### src/rtl/pipelined_cla_addsub.sv
// Two-stage WIDTH-bit carry-lookahead adder/subtractor with valid/ready.
// Optional: define SATURATE_EN to clamp s to the signed limit on overflow.
`timescale 1ns/1ps
module pipelined_cla_addsub #(
  parameter int WIDTH = 16,
  parameter int GROUP = 4
) (
  input  logic             clk,
  input  logic             rst_n,
  input  logic             in_valid,
  output logic             in_ready,
  input  logic [WIDTH-1:0] a,
  input  logic [WIDTH-1:0] b,
  input  logic             cin,
  input  logic             sub,
  output logic             out_valid,
  input  logic             out_ready,
  output logic [WIDTH-1:0] s,
  output logic             cout,
  output logic             ovf,
  output logic             zero
);
  localparam int NG  = WIDTH / GROUP;
  localparam int MSB = WIDTH - 1;

  logic ld1, ld2;
  logic v1_q, v1_d;
  logic v2_q, v2_d;

  logic [WIDTH-1:0] b_eff, pb, gb;
  logic             c0;
  logic [NG-1:0]    pg, gg;
  logic [NG:0]      gc;
  // Only the lower GROUP-1 generates of a group feed in-group carries;
  // the group's top generate is already folded into the group carries.
  logic [NG-1:0][GROUP-2:0] gl;

  logic [WIDTH-1:0]         p1_q;
  logic [NG-1:0][GROUP-2:0] gl1_q;
  logic [NG-1:0]            gc1_q;
  logic                     co1_q, am1_q, bm1_q;

  logic [WIDTH-1:0] sum, s_d, s_q;
  logic             ovf_d;
  logic             cout_q, ovf_q, zero_q;

  assign ld2      = !v2_q || out_ready;
  assign ld1      = !v1_q || ld2;
  assign in_ready = ld1;
  assign v1_d     = ld1 ? in_valid : v1_q;
  assign v2_d     = ld2 ? v1_q : v2_q;

  always_comb begin : grp_pg
    logic pa, ga;
    pa    = 1'b1;
    ga    = 1'b0;
    b_eff = sub ? ~b : b;
    c0    = sub | cin;
    pb    = a ^ b_eff;
    gb    = a & b_eff;
    pg    = '0;
    gg    = '0;
    gl    = '0;
    for (int k = 0; k < NG; k++) begin
      pa = 1'b1;
      ga = 1'b0;
      for (int i = GROUP - 1; i >= 0; i--) begin
        ga = ga | (pa & gb[k*GROUP+i]);
        pa = pa & pb[k*GROUP+i];
      end
      pg[k] = pa;
      gg[k] = ga;
      for (int j = 0; j < GROUP - 1; j++)
        gl[k][j] = gb[k*GROUP+j];
    end
  end

  // Second-level lookahead: flat sum of products over group P/G.
  always_comb begin : grp_carry
    logic pa, ca;
    pa = 1'b1;
    ca = 1'b0;
    gc = '0;
    for (int k = 0; k <= NG; k++) begin
      pa = 1'b1;
      ca = 1'b0;
      for (int j = k - 1; j >= 0; j--) begin
        ca = ca | (pa & gg[j]);
        pa = pa & pg[j];
      end
      gc[k] = ca | (pa & c0);
    end
  end

  always_comb begin : bit_carry
    logic pa, ca;
    pa  = 1'b1;
    ca  = 1'b0;
    sum = '0;
    for (int k = 0; k < NG; k++) begin
      for (int i = 0; i < GROUP; i++) begin
        pa = 1'b1;
        ca = 1'b0;
        for (int j = i - 1; j >= 0; j--) begin
          ca = ca | (pa & gl1_q[k][j]);
          pa = pa & p1_q[k*GROUP+j];
        end
        ca = ca | (pa & gc1_q[k]);
        sum[k*GROUP+i] = p1_q[k*GROUP+i] ^ ca;
      end
    end
    ovf_d = (am1_q == bm1_q) && (sum[MSB] != am1_q);
    s_d   = sum;
`ifdef SATURATE_EN
    if (ovf_d)
      s_d = am1_q ? {1'b1, {MSB{1'b0}}} : {1'b0, {MSB{1'b1}}};
`endif
  end

  always_ff @(posedge clk) begin
    if (!rst_n) begin
      v1_q   <= 1'b0;
      v2_q   <= 1'b0;
      p1_q   <= '0;
      gl1_q  <= '0;
      gc1_q  <= '0;
      co1_q  <= 1'b0;
      am1_q  <= 1'b0;
      bm1_q  <= 1'b0;
      s_q    <= '0;
      cout_q <= 1'b0;
      ovf_q  <= 1'b0;
      zero_q <= 1'b0;
    end else begin
      v1_q <= v1_d;
      v2_q <= v2_d;
      if (ld1 && in_valid) begin
        p1_q  <= pb;
        gl1_q <= gl;
        gc1_q <= gc[NG-1:0];
        co1_q <= gc[NG];
        am1_q <= a[MSB];
        bm1_q <= b_eff[MSB];
      end
      if (ld2 && v1_q) begin
        s_q    <= s_d;
        cout_q <= co1_q;
        ovf_q  <= ovf_d;
        zero_q <= ~|s_d;
      end
    end
  end

  assign out_valid = v2_q;
  assign s         = s_q;
  assign cout      = cout_q;
  assign ovf       = ovf_q;
  assign zero      = zero_q;

endmodule

### config.mk
export PLATFORM = sky130hd
export DESIGN_NAME = pipelined_cla_addsub
export DESIGN_NICKNAME = d
export VERILOG_FILES = /design/src/rtl/pipelined_cla_addsub.sv
export SDC_FILE = /design/constraint.sdc
export NUM_CORES = 1
export LEC_CHECK = 0
export ABC_AREA = 1
export BUFFER_PORTS_ARGS = -buffer_cell sky130_fd_sc_hd__buf_2
export CORE_MARGIN = 2
export CORE_UTILIZATION = 45
export CTS_CLUSTER_DIAMETER = 80
export DETAILED_ROUTE_END_ITERATION = 16
export PLACE_DENSITY = 0.67
export SLEW_MARGIN = 5
export SYNTH_ARGS = -nofsm -noshare
export SYNTH_HDL_FRONTEND = slang
export SYNTH_SLANG_ARGS = --single-unit
### constraint.sdc
create_clock -name clk -period 1.9 [get_ports clk]
set_input_delay 0.095 -clock clk [delete_from_list [all_inputs] [get_ports clk]]
set_output_delay 0.095 -clock clk [all_outputs]
set_load 0.005 [all_outputs]
After elaboration in Yosys (flattened, before gate mapping)
Cells that the tools add are included.
{"block": "word_totals", "regBits": 56, "input_bits": 38, "output_inout_bits": 21, "wordCells": 169}
{"block": "classes", "n_eq_ne": 2, "n_mux": 1, "bitwise": 142, "n_reduce_logical": 9}
{"op": "1-bit bitwise AND", "count": 76}
{"op": "1-bit OR", "count": 47}
{"op": "16-bit bitwise AND", "count": 1}
{"op": "16-bit two-way mux", "count": 1}
{"op": "16-bit NOT", "count": 1}
{"op": "16-bit OR reduction", "count": 1}
{"op": "1-bit XOR", "count": 16}
{"op": "16-bit XOR", "count": 1}
{"op": "1-bit logical AND", "count": 3}
{"op": "1-bit zero test", "count": 3}
{"op": "1-bit logical OR", "count": 2}
{"op": "1-bit equality test", "count": 1}
{"op": "1-bit != test", "count": 1}

Logic depth before layout (Yosys ltp)
Gate-level depths: netlist (run 1).
{"block": "logic_depth", "depth_word": 12, "mapped_depth": 12, "depth_no_buf": 10}

Worst setup path before layout (run 1)
OpenSTA, ideal clock, no wires.
{"block": "synth_path", "kind": "input-to-reg", "start": "in sub", "end": "reg gc1_q[2]", "setup_time_ns": 0.113, "arrival_ns": 1.531, "required_time_ns": 1.787, "setup_slack_ns": 0.256, "path_stages": 10, "path_buffers": 2, "cell_sequence": "buf_4 -> buf_2 -> xor2_1 -> ha_1 -> a21oi_1 -> nand2_1 -> a41oi_1 -> nand2_1 -> o21ai_1 -> inv_1"}
{"block": "synth_via", "word_cells_on_any_way": 27, "cone_classes": "1 x mux; 26 x bitwise"}
{"element": "start, declared", "line_no": "15", "rtl": "input logic sub,"}
{"element": "16-bit two-way mux (*)", "line_no": "57", "rtl": "b_eff = sub ? ~b : b;"}
{"element": "16-bit XOR (*)", "line_no": "59", "rtl": "pb = a ^ b_eff;"}
{"element": "named net pb[7]", "line_no": "30", "rtl": "logic [WIDTH-1:0] b_eff, pb, gb;"}
{"element": "1-bit bitwise AND, on equally long branches", "line_no": "68, 69"}
{"element": "1-bit OR, or another cell as far along (3 in series)", "line_no": "68", "rtl": "ga = ga | (pa & gb[k*GROUP+i]);"}
{"element": "1-bit OR or 1-bit bitwise AND (tied branches)", "line_no": "88, 91"}
{"element": "1-bit OR (*)", "line_no": "91", "rtl": "gc[k] = ca | (pa & c0);"}
{"element": "end signal, assigned", "line_no": "140", "rtl": "gc1_q <= gc[NG-1:0];"}
{"element": "end, declared", "line_no": "40", "rtl": "logic [NG-1:0] gc1_q;"}
The timed path passes the listed nets; every way through them passes the cells marked *.
A chain may end at the register's enable or synchronous reset.

Worst setup path after layout (run 1)
{"block": "layout_path", "start": "reg v1_q", "end": "reg gc1_q[1]"}
{"block": "layout_via", "elab_chain_cells": 3}
{"element": "start, declared", "line_no": "27", "rtl": "logic v1_q, v1_d;"}
{"element": "start signal, assigned", "line_no": "135", "rtl": "v1_q <= v1_d;"}
{"element": "1-bit zero test", "line_no": "48", "rtl": "assign ld1 = !v1_q || ld2;"}
{"element": "1-bit logical OR", "line_no": "48"}
{"element": "1-bit logical AND", "line_no": "137", "rtl": "if (ld1 && in_valid) begin"}
Every way passes these cells.

==> impl_metrics.yaml, run 1 <==
status:
  status: "finished clean"
worst_setup_path:
  crit_family: "buffers and inverters"
  cp-end-kind: "flop"
  worst-path-buf-inv: 2
  arrival_ps: 1740
  crit_type: "reg -> reg"
  worst-path-max-fanout: 23
  ff2ff_setup_slack_ps: 420
  slowest_delay_ps: 480
  start_kind: "flop"
  r2r_cells: 7
  r2r_end: "gc1_q[1]"
  timing.rr.start: "v1_q"
  cp-startpoint: "v1_q"
  worst_ep_required_time_ps: 2160
  path_cells: "nand3_1 > nand2_1 > inv_1 > nor2_1 > nor2_1 > o21ai_0 > inv_1"
  crit_slowest_cell: "inv_1"
layout:
  area_growth_pct: 15.7
  nets: 507
  drive_gt1_share_pct: 16.9
  fillers: 611
  final_common_cell: "buf_2"
  design_area_um2: 3390
  diodes: 0
  final_cell_mix: "58 x buf_2, 56 x dfxtp_1, 55 x nand2_1"
sta:
  worst_pin_slew_ps: 629
  relSlewSlack_pct: 58.0
  setup_ws_ps: 421
  finalClockSkew_ps: 6.14
  rsz0062_at_grt: "false"
  whs_ps: 62.9
  finalCritPeriodShare_pct: 77.9
  final-setup-viol-count: 0
  max_freq_mhz: 676
  min_period_ps: 1480
  finalHoldViolCount: 0
  slew_viol_final: 0
  setup_tns_ps: 0
logic_synthesis:
  syn_avg_cell_area_um2: 7.41
  synth_warnings: 0
  ys_seq_area_share_pct: 38.2
  synthesis.nets: 454
  synth_area_um2: 2930
  synth.distinct_cells: 29
  netlist_instances: 396
  ys_ff_latch: 56
placement:
  portBuffers: 58
  routabilityCongestion: 0.828
  place_area_um2: 3280
  dpl_worst_slack_ps: 201
  place_hpwl_um: 4920
grt:
  grt_max_degree: 49
  grt_overflow_total: 0
  grt_pass1_vias: 2265
  antenna_found_initial: 0
  grt_pass1_wl_um: 10500
  grt_use_total_pct: 18.0
clock_network:
  postCtsHoldBufs: 0
  clk_latency_ps: 310
  htreeDepth: 2
  cts_resized: 0
  clock-sinks: 56
  root_buffer: "clkbuf_8"
  numCtsBuffers: 5
  clockBufferDepth: 2
  cts_setup_buffers: 0
  clk_pin_slew_ps: 110
  tritoncts: "built"
floorplanning:
  io_pins: 59
  fp.dieH_um: 84.7
  start_util_pct: 46.5
  fp.coreArea_um2: 6310
  die_x_um: 84.7
  rows: 29
  dieArea_um2: 7180
worst_hold_path:
  hold_start: "cin"
  min_path_type: "in -> reg"
  hold_path_depth: 3
  hold_end: "gc1_q[0]"
detailed_routing:
  vias: 2641
  ant_nets: 0
  avgViaCountPerCell: 5.01
  drc: 0
  drtPass1Iterations: 6
  drt_iter0_drc: 161
  wire_per_inst_um: 12.1
  drt_wl_total_um: 6370
power:
  power.leakage_uw: 0.00168
  ir_drop_v: 0.000388
  p_per_area_nw_per_um2: 803
flow_run:
  max_cap_viol_count: 0
[tightest hold or removal path, delay by kind of cell]
family                 cells  cell delay [ps]
buffers and inverters      1               80
and+or+nand+nor            1               40
AOI/OAI and AO/OA          1              120
[layer usage]
layer	wire [um]	global-route usage (%)	up-vias	share of wire (%)
met5	0	0	-	0
li1	-	-	1430	-
met1	3300	27.3	1128	52
met3	350	2.85	9	5.5
met2	2590	25.4	74	41
met4	129	6.93	0	2.0
[cell usage after synthesis]
master | n | area share (%)
nor2_2 | 1 | 0.21
o21ai_1 | 2 | 0.34
buf_4 | 2 | 0.51
dfxtp_1 | 56 | 38
nand2_2 | 2 | 0.43
o21ai_0 | 49 | 8.4
and2_1 | 1 | 0.21
nor2_1 | 47 | 6.0
nand4_1 | 7 | 1.5
o211ai_1 | 11 | 2.8
a41oi_1 | 1 | 0.30
o211a_1 | 1 | 0.34
o21bai_1 | 1 | 0.26
xor2_1 | 18 | 5.4
nor3_1 | 2 | 0.34
inv_1 | 42 | 5.4
or2_2 | 1 | 0.21
clkbuf_1 | 4 | 0.51
a31oi_1 | 3 | 0.64
clkbuf_2 | 1 | 0.17
nand2_1 | 55 | 7.0
nand3b_1 | 1 | 0.26
buf_2 | 9 | 1.5
a211oi_1 | 1 | 0.26
a21oi_1 | 37 | 6.3
ha_1 | 20 | 8.5
buf_6 | 1 | 0.38
nand3_1 | 19 | 3.2
a21oi_2 | 1 | 0.30
[power by group]
group          switching [uW]  internal [uW]
Clock                     406            398
Sequential               74.8           1270
Combinational             336            240
[final cells by class]
cell class / count / area, um2 / area share, %
inverters: 42 / 158 / 4.65
flip-flops and latches: 56 / 1120 / 33.0
clock buffers: 5 / 68.8 / 2.03
clock inverters: 3 / 46.3 / 1.36
repair buffers: 63 / 340 / 10.0
well taps: 77 / 96.3 / 2.84
multi-input cells: 281 / 1560 / 46.1
[sequential cells by signal, summed over array words and instances (netlist names)]
signal,flops
co1_q,1
v1_q,1
am1_q,1
gl1_q,12
bm1_q,1
cout,1
gc1_q,4
s,16
ovf,1
p1_q,16
zero,1
out_valid,1
[per-stage QoR]
step,utilization (%),cells,power (uW)
2_1_floorplan,-,396,1760
3_3_place_gp,51.9,519,1930
3_5_place_dp,51.9,519,1940
4_1_cts,53.7,527,2740
5_1_grt,53.7,527,2880
6_report,53.7,527,2720
[how the worst max path moves through the flow]
stage,end,slack [ps],depth (start not counted)
final,gc1_q[1],420,7
after global placement,co1_q,260,10
after detailed placement,co1_q,200,10
after CTS,zero,450,7
after global routing,zero,300,7
after floorplan,gc1_q[2],260,10
[logic make-up (layout without fill, tap and decap cells)]
group	after synthesis	after routing	synth area share (%)
buf+inv	59	113	8.49
xor+xnor	18	18	5.38
simple gates	136	136	19.5
compound gates	107	107	19.9
flops	56	56	38.2
fa+ha+maj	20	20	8.53
(Power assumes the default switching activity.)
==> run 2, diff against run 1 <==
- clock period: 1.9 -> 1.4 ns (I/O delays scaled with it)
==> impl_metrics.yaml, run 2 (synthesis results as in run 1) <==
status:
  status: "finished with violations"
  violations: "negative setup slack"
sta:
  finalClockSkew_ps: 8.88
  finalHoldViolCount: 0
  worst_pin_slew_ps: 306
  whs_ps: 50.9
  slew_viol_final: 0
  rsz0062_at_grt: "true"
  min_period_ps: 1420
  finalCritPeriodShare_pct: 101
  final-setup-viol-count: 1
  relSlewSlack_pct: 79.5
  setup_tns_ps: -16.3
  max_freq_mhz: 706
  setup_ws_ps: -16.3
layout:
  final_common_cell: "buf_2"
  nets: 537
  seq_area_um2: 1140
  area_growth_pct: 27.1
  multiInputGateArea_um2: 1630
  fillers: 606
  design_area_um2: 3730
  final_cell_mix: "57 x buf_2, 54 x nand2_1, 48 x dfxtp_1"
  drive_gt1_share_pct: 26.3
  postLayoutCoreUtil_pct: 59.0
  diodes: 0
worst_setup_path:
  worst_ep_required_time_ps: 1650
  cp-end-kind: "flop"
  cp-startpoint: "gc1_q[3]"
  crit_type: "reg -> reg"
  arrival_ps: 1670
  timing.rr.start: "gc1_q[3]"
  worst-path-max-fanout: 4
  start_kind: "flop"
floorplanning:
  start_util_pct: 46.5
  rows: 29
  fp.dieH_um: 84.7
  io_pins: 59
  fp.coreArea_um2: 6310
  die_x_um: 84.7
  dieArea_um2: 7180
worst_hold_path:
  min_path_type: "in -> reg"
  hold_start: "a[15]"
placement:
  routabilityCongestion: 0.845
  dpl_worst_slack_ps: -289
  place_area_um2: 3480
  portBuffers: 58
  place_hpwl_um: 5350
grt:
  grt_overflow_total: 0
  grt_max_degree: 37
  grt_pass1_vias: 2552
  grt_use_total_pct: 20.1
  antenna_found_initial: 0
  grt_pass1_wl_um: 11700
flow_run:
  max_cap_viol_count: 0
clock_network:
  clockBufferDepth: 2
  clock-sinks: 56
  root_buffer: "clkbuf_8"
  htreeDepth: 2
  numCtsBuffers: 5
  clk_pin_slew_ps: 100
  tritoncts: "built"
  clk_latency_ps: 310
power:
  p_per_area_nw_per_um2: 1040
  ir_drop_v: 0.000603
  power.leakage_uw: 0.00183
detailed_routing:
  wire_per_inst_um: 12.9
  drt_iter0_drc: 175
  ant_nets: 0
  drtPass1Iterations: 4
  avgViaCountPerCell: 5.07
  drc: 0
  vias: 2825
  drt_wl_total_um: 7190
[run 2: cell types whose count changed in the layout (fill, tap and decap cells not counted), moves of 3 or more]
cell / change
buf_4: +25
dfxtp_1: -8
dfxtp_2: +6
o21ai_0: -3
o21ai_2: +3
[run 2: layout make-up]
| cell class | instances | share of cell area, % |
|---|---|---|
| clock buffers | 5 | 1.85 |
| clock inverters | 3 | 1.14 |
| inverters | 42 | 4.33 |
| multi-input cells | 281 | 43.7 |
| flip-flops and latches | 56 | 30.5 |
| well taps | 77 | 2.58 |
| repair buffers | 91 | 15.6 |
| repair inverters | 2 | 0.336 |
[run 2: what timing repair did]
item	4_1_cts	5_1_grt
setup endpoints to repair	6	21
cloned	0	2
resized for setup	3	26
pin swaps	1	7
buffers inserted	0	5
hold buffers	0	0
[run 2: power by group]
group	leakage, uW	internal [uW]	switching, uW
sequential	0.000467	1720	99.7
combinational	0.00131	443	517
clock	0.0000541	531	550
[run 2: worst max-delay path, stage by stage, from the launching register on]
cell and delay (ps):
dfxtp_4 380, ha_4 210, nand3b_1 170, nor2_1 130, nand4_1 100, nor2_1 110, nand3_1 100, a21oi_2 140
[run 2: path summary, 6_finish.rpt]
kind | to | slack (ps) | depth (start not counted)
hold / removal | am1_q | 50 | 3
hold reg to reg | gl1_q[5] | 470 | 2
setup / recovery | zero | -20 | 7
setup reg to reg | zero | -20 | 7
[run 2: through the flow]
| stage | power [uW] | std cells |
|---|---|---|
| floorplan | 2390 | 396 |
| global placement | 2730 | 542 |
| detailed placement | 2750 | 542 |
| CTS | 3820 | 550 |
| global route | 4090 | 557 |
| finish | 3860 | 557 |
[run 2: routing by layer]
layer	up-vias	global-route usage (%)	routed length, um
met5	-	0	0
met3	4	3.74	316
met1	1259	29.3	3620
met2	70	30.0	3180
li1	1492	-	-
met4	0	6.49	78
==> run 3, diff against run 2 <==
- CORE_ASPECT_RATIO: not set -> 0.8
==> impl_metrics.yaml, run 3 (synthesis results as in run 1) <==
status:
  status: "finished clean"
worst_setup_path:
  worst_ep_required_time_ps: 1650
  r2r_cells: 8
  crit_family: "simple AND/OR/NAND/NOR gates"
  r2r_end: "zero"
  crit_slowest_cell: "dfxtp_2"
  worst-path-max-fanout: 3
  worst-path-buf-inv: 0
  arrival_ps: 1630
  crit_type: "reg -> reg"
  path_cells: "ha_4 > o21ai_2 > nand2_2 > nor2_1 > nand4_1 > nor2_1 > nand3_1 > a21oi_2"
  cp-end-kind: "flop"
  path_depth: 8
  slowest_delay_ps: 360
  timing.rr.start: "p1_q[0]"
  ff2ff_setup_slack_ps: 20
  start_kind: "flop"
  critPathMostFrequentCell: "nor2_1"
clock_network:
  clk_latency_ps: 310
  root_buffer: "clkbuf_8"
  postCtsHoldBufs: 0
  clockBufferDepth: 2
  clk_pin_slew_ps: 90
  htreeDepth: 2
  numCtsBuffers: 5
  tritoncts: "built"
  clock-sinks: 56
detailed_routing:
  wire_per_inst_um: 13.4
  vias: 2883
  drt_wl_total_um: 7610
  drt_iter0_drc: 118
  ant_nets: 0
  avgViaCountPerCell: 5.07
  drtPass1Iterations: 4
  drc: 0
sta:
  worst_pin_slew_ps: 321
  max_freq_mhz: 724
  finalCritPeriodShare_pct: 98.6
  finalHoldViolCount: 0
  final-setup-viol-count: 0
  slew_viol_final: 0
  relSlewSlack_pct: 78.6
  setup_tns_ps: 0
  min_period_ps: 1380
  finalClockSkew_ps: 6.60
  rsz0062_at_grt: "true"
grt:
  antenna_found_initial: 0
  grt_pass1_wl_um: 12500
  grt_overflow_total: 0
  grt_pass1_vias: 2662
  grt_use_total_pct: 21.8
  grt_max_degree: 25
floorplanning:
  die_x_um: 94.3
  dieArea_um2: 7180
  fp.dieH_um: 76.2
  start_util_pct: 46.2
  fp.coreArea_um2: 6340
  rows: 26
  io_pins: 59
worst_hold_path:
  hold_path_depth: 3
  min_path_type: "in -> reg"
  hold_start: "cin"
  hold_end: "gc1_q[0]"
layout:
  design_area_um2: 3790
  final_common_cell: "buf_2"
  diodes: 0
  area_growth_pct: 29.4
  fillers: 631
  final_cell_mix: "57 x buf_2, 51 x nand2_1, 50 x dfxtp_1"
  multiInputGateArea_um2: 1660
  seq_area_um2: 1130
  nets: 544
  drive_gt1_share_pct: 27.8
placement:
  place_area_um2: 3510
  routabilityCongestion: 0.820
  portBuffers: 58
  place_hpwl_um: 5820
power:
  p_per_area_nw_per_um2: 1020
  swShare_pct: 29.8
  share_comb_of_total_power_pct: 26.7
  p_clk_share_pct: 26.2
  pwr-share-seq_pct: 47.1
  ir_drop_v: 0.000492
  power.leakage_uw: 0.00186
  switching_power_uw: 1160
  p_int_uw: 2720
flow_run:
  max_cap_viol_count: 0
## run 3: changes by cell type in the layout (fill, tap and decap cells not counted), sizes merged
| cell | change |
|---|---|
| clkinv | -1 |
| buf | +9 |
| clkinvlp | -2 |
| clkbuf | -1 |
## run 3: layout make-up
| cell class | count | share of cell area [%] |
|---|---|---|
| repair inverters | 1 | 0.198 |
| clock buffers | 5 | 1.81 |
| well taps | 84 | 2.77 |
| clock inverters | 1 | 0.792 |
| flip-flops and latches | 56 | 29.7 |
| multi-input cells | 281 | 43.7 |
| inverters | 42 | 4.25 |
| repair buffers | 99 | 16.8 |
## run 3: repair_timing
| item | 4_1_cts | 5_1_grt |
|---|---|---|
| setup endpoints to repair | 6 | 24 |
| resized for setup | 7 | 33 |
| pin swaps | 0 | 14 |
| buffers inserted | 1 | 5 |
| cloned | 1 | 0 |
## run 3: worst min-delay path, cell delays in order
cell     delay, ps
buf_2           70
nor2_1          40
a21oi_1        130
## run 3: how the worst max path moves through the flow
stage | from | to | slack (ps)
global placement | sub | co1_q | -300
CTS | sub | co1_q | 3
detailed placement | sub | co1_q | -380
finish | p1_q[0] | zero | 20
global route | p1_q[0] | zero | -60
floorplan | sub | gc1_q[2] | -100
## run 3: per-stage QoR
stage                     power (uW)  instances  utilization, %  hold slack [ps]  setup slack, ps
after floorplan                 2390        396               -              235            -97.0
after global placement          2760        556            55.4              363             -304
after detailed placement        2790        556            55.4              371             -376
after CTS                       3810        564            57.4             45.5             2.88
after global routing            4100        569            59.8             62.9            -61.8
final                           3880        569            59.8             41.7             19.1
## run 3: power by group through the flow
stage	clock, uW	combinational, uW	sequential, uW
2_1_floorplan	0	552	1840
3_3_place_gp	0	917	1840
3_5_place_dp	0	943	1850
4_1_cts	1030	966	1810
5_1_grt	1100	1160	1850
6_report	1010	1040	1830
## run 3: per-layer routing
layer / track usage (%) / vias to the layer above / part of all wire, %
li1: - / 1495 / -
met1: 30.8 / 1313 / 48
met2: 34.7 / 67 / 46
met3: 3.46 / 8 / 4.7
met4: 5.51 / 0 / 1.2
met5: 0 / - / 0
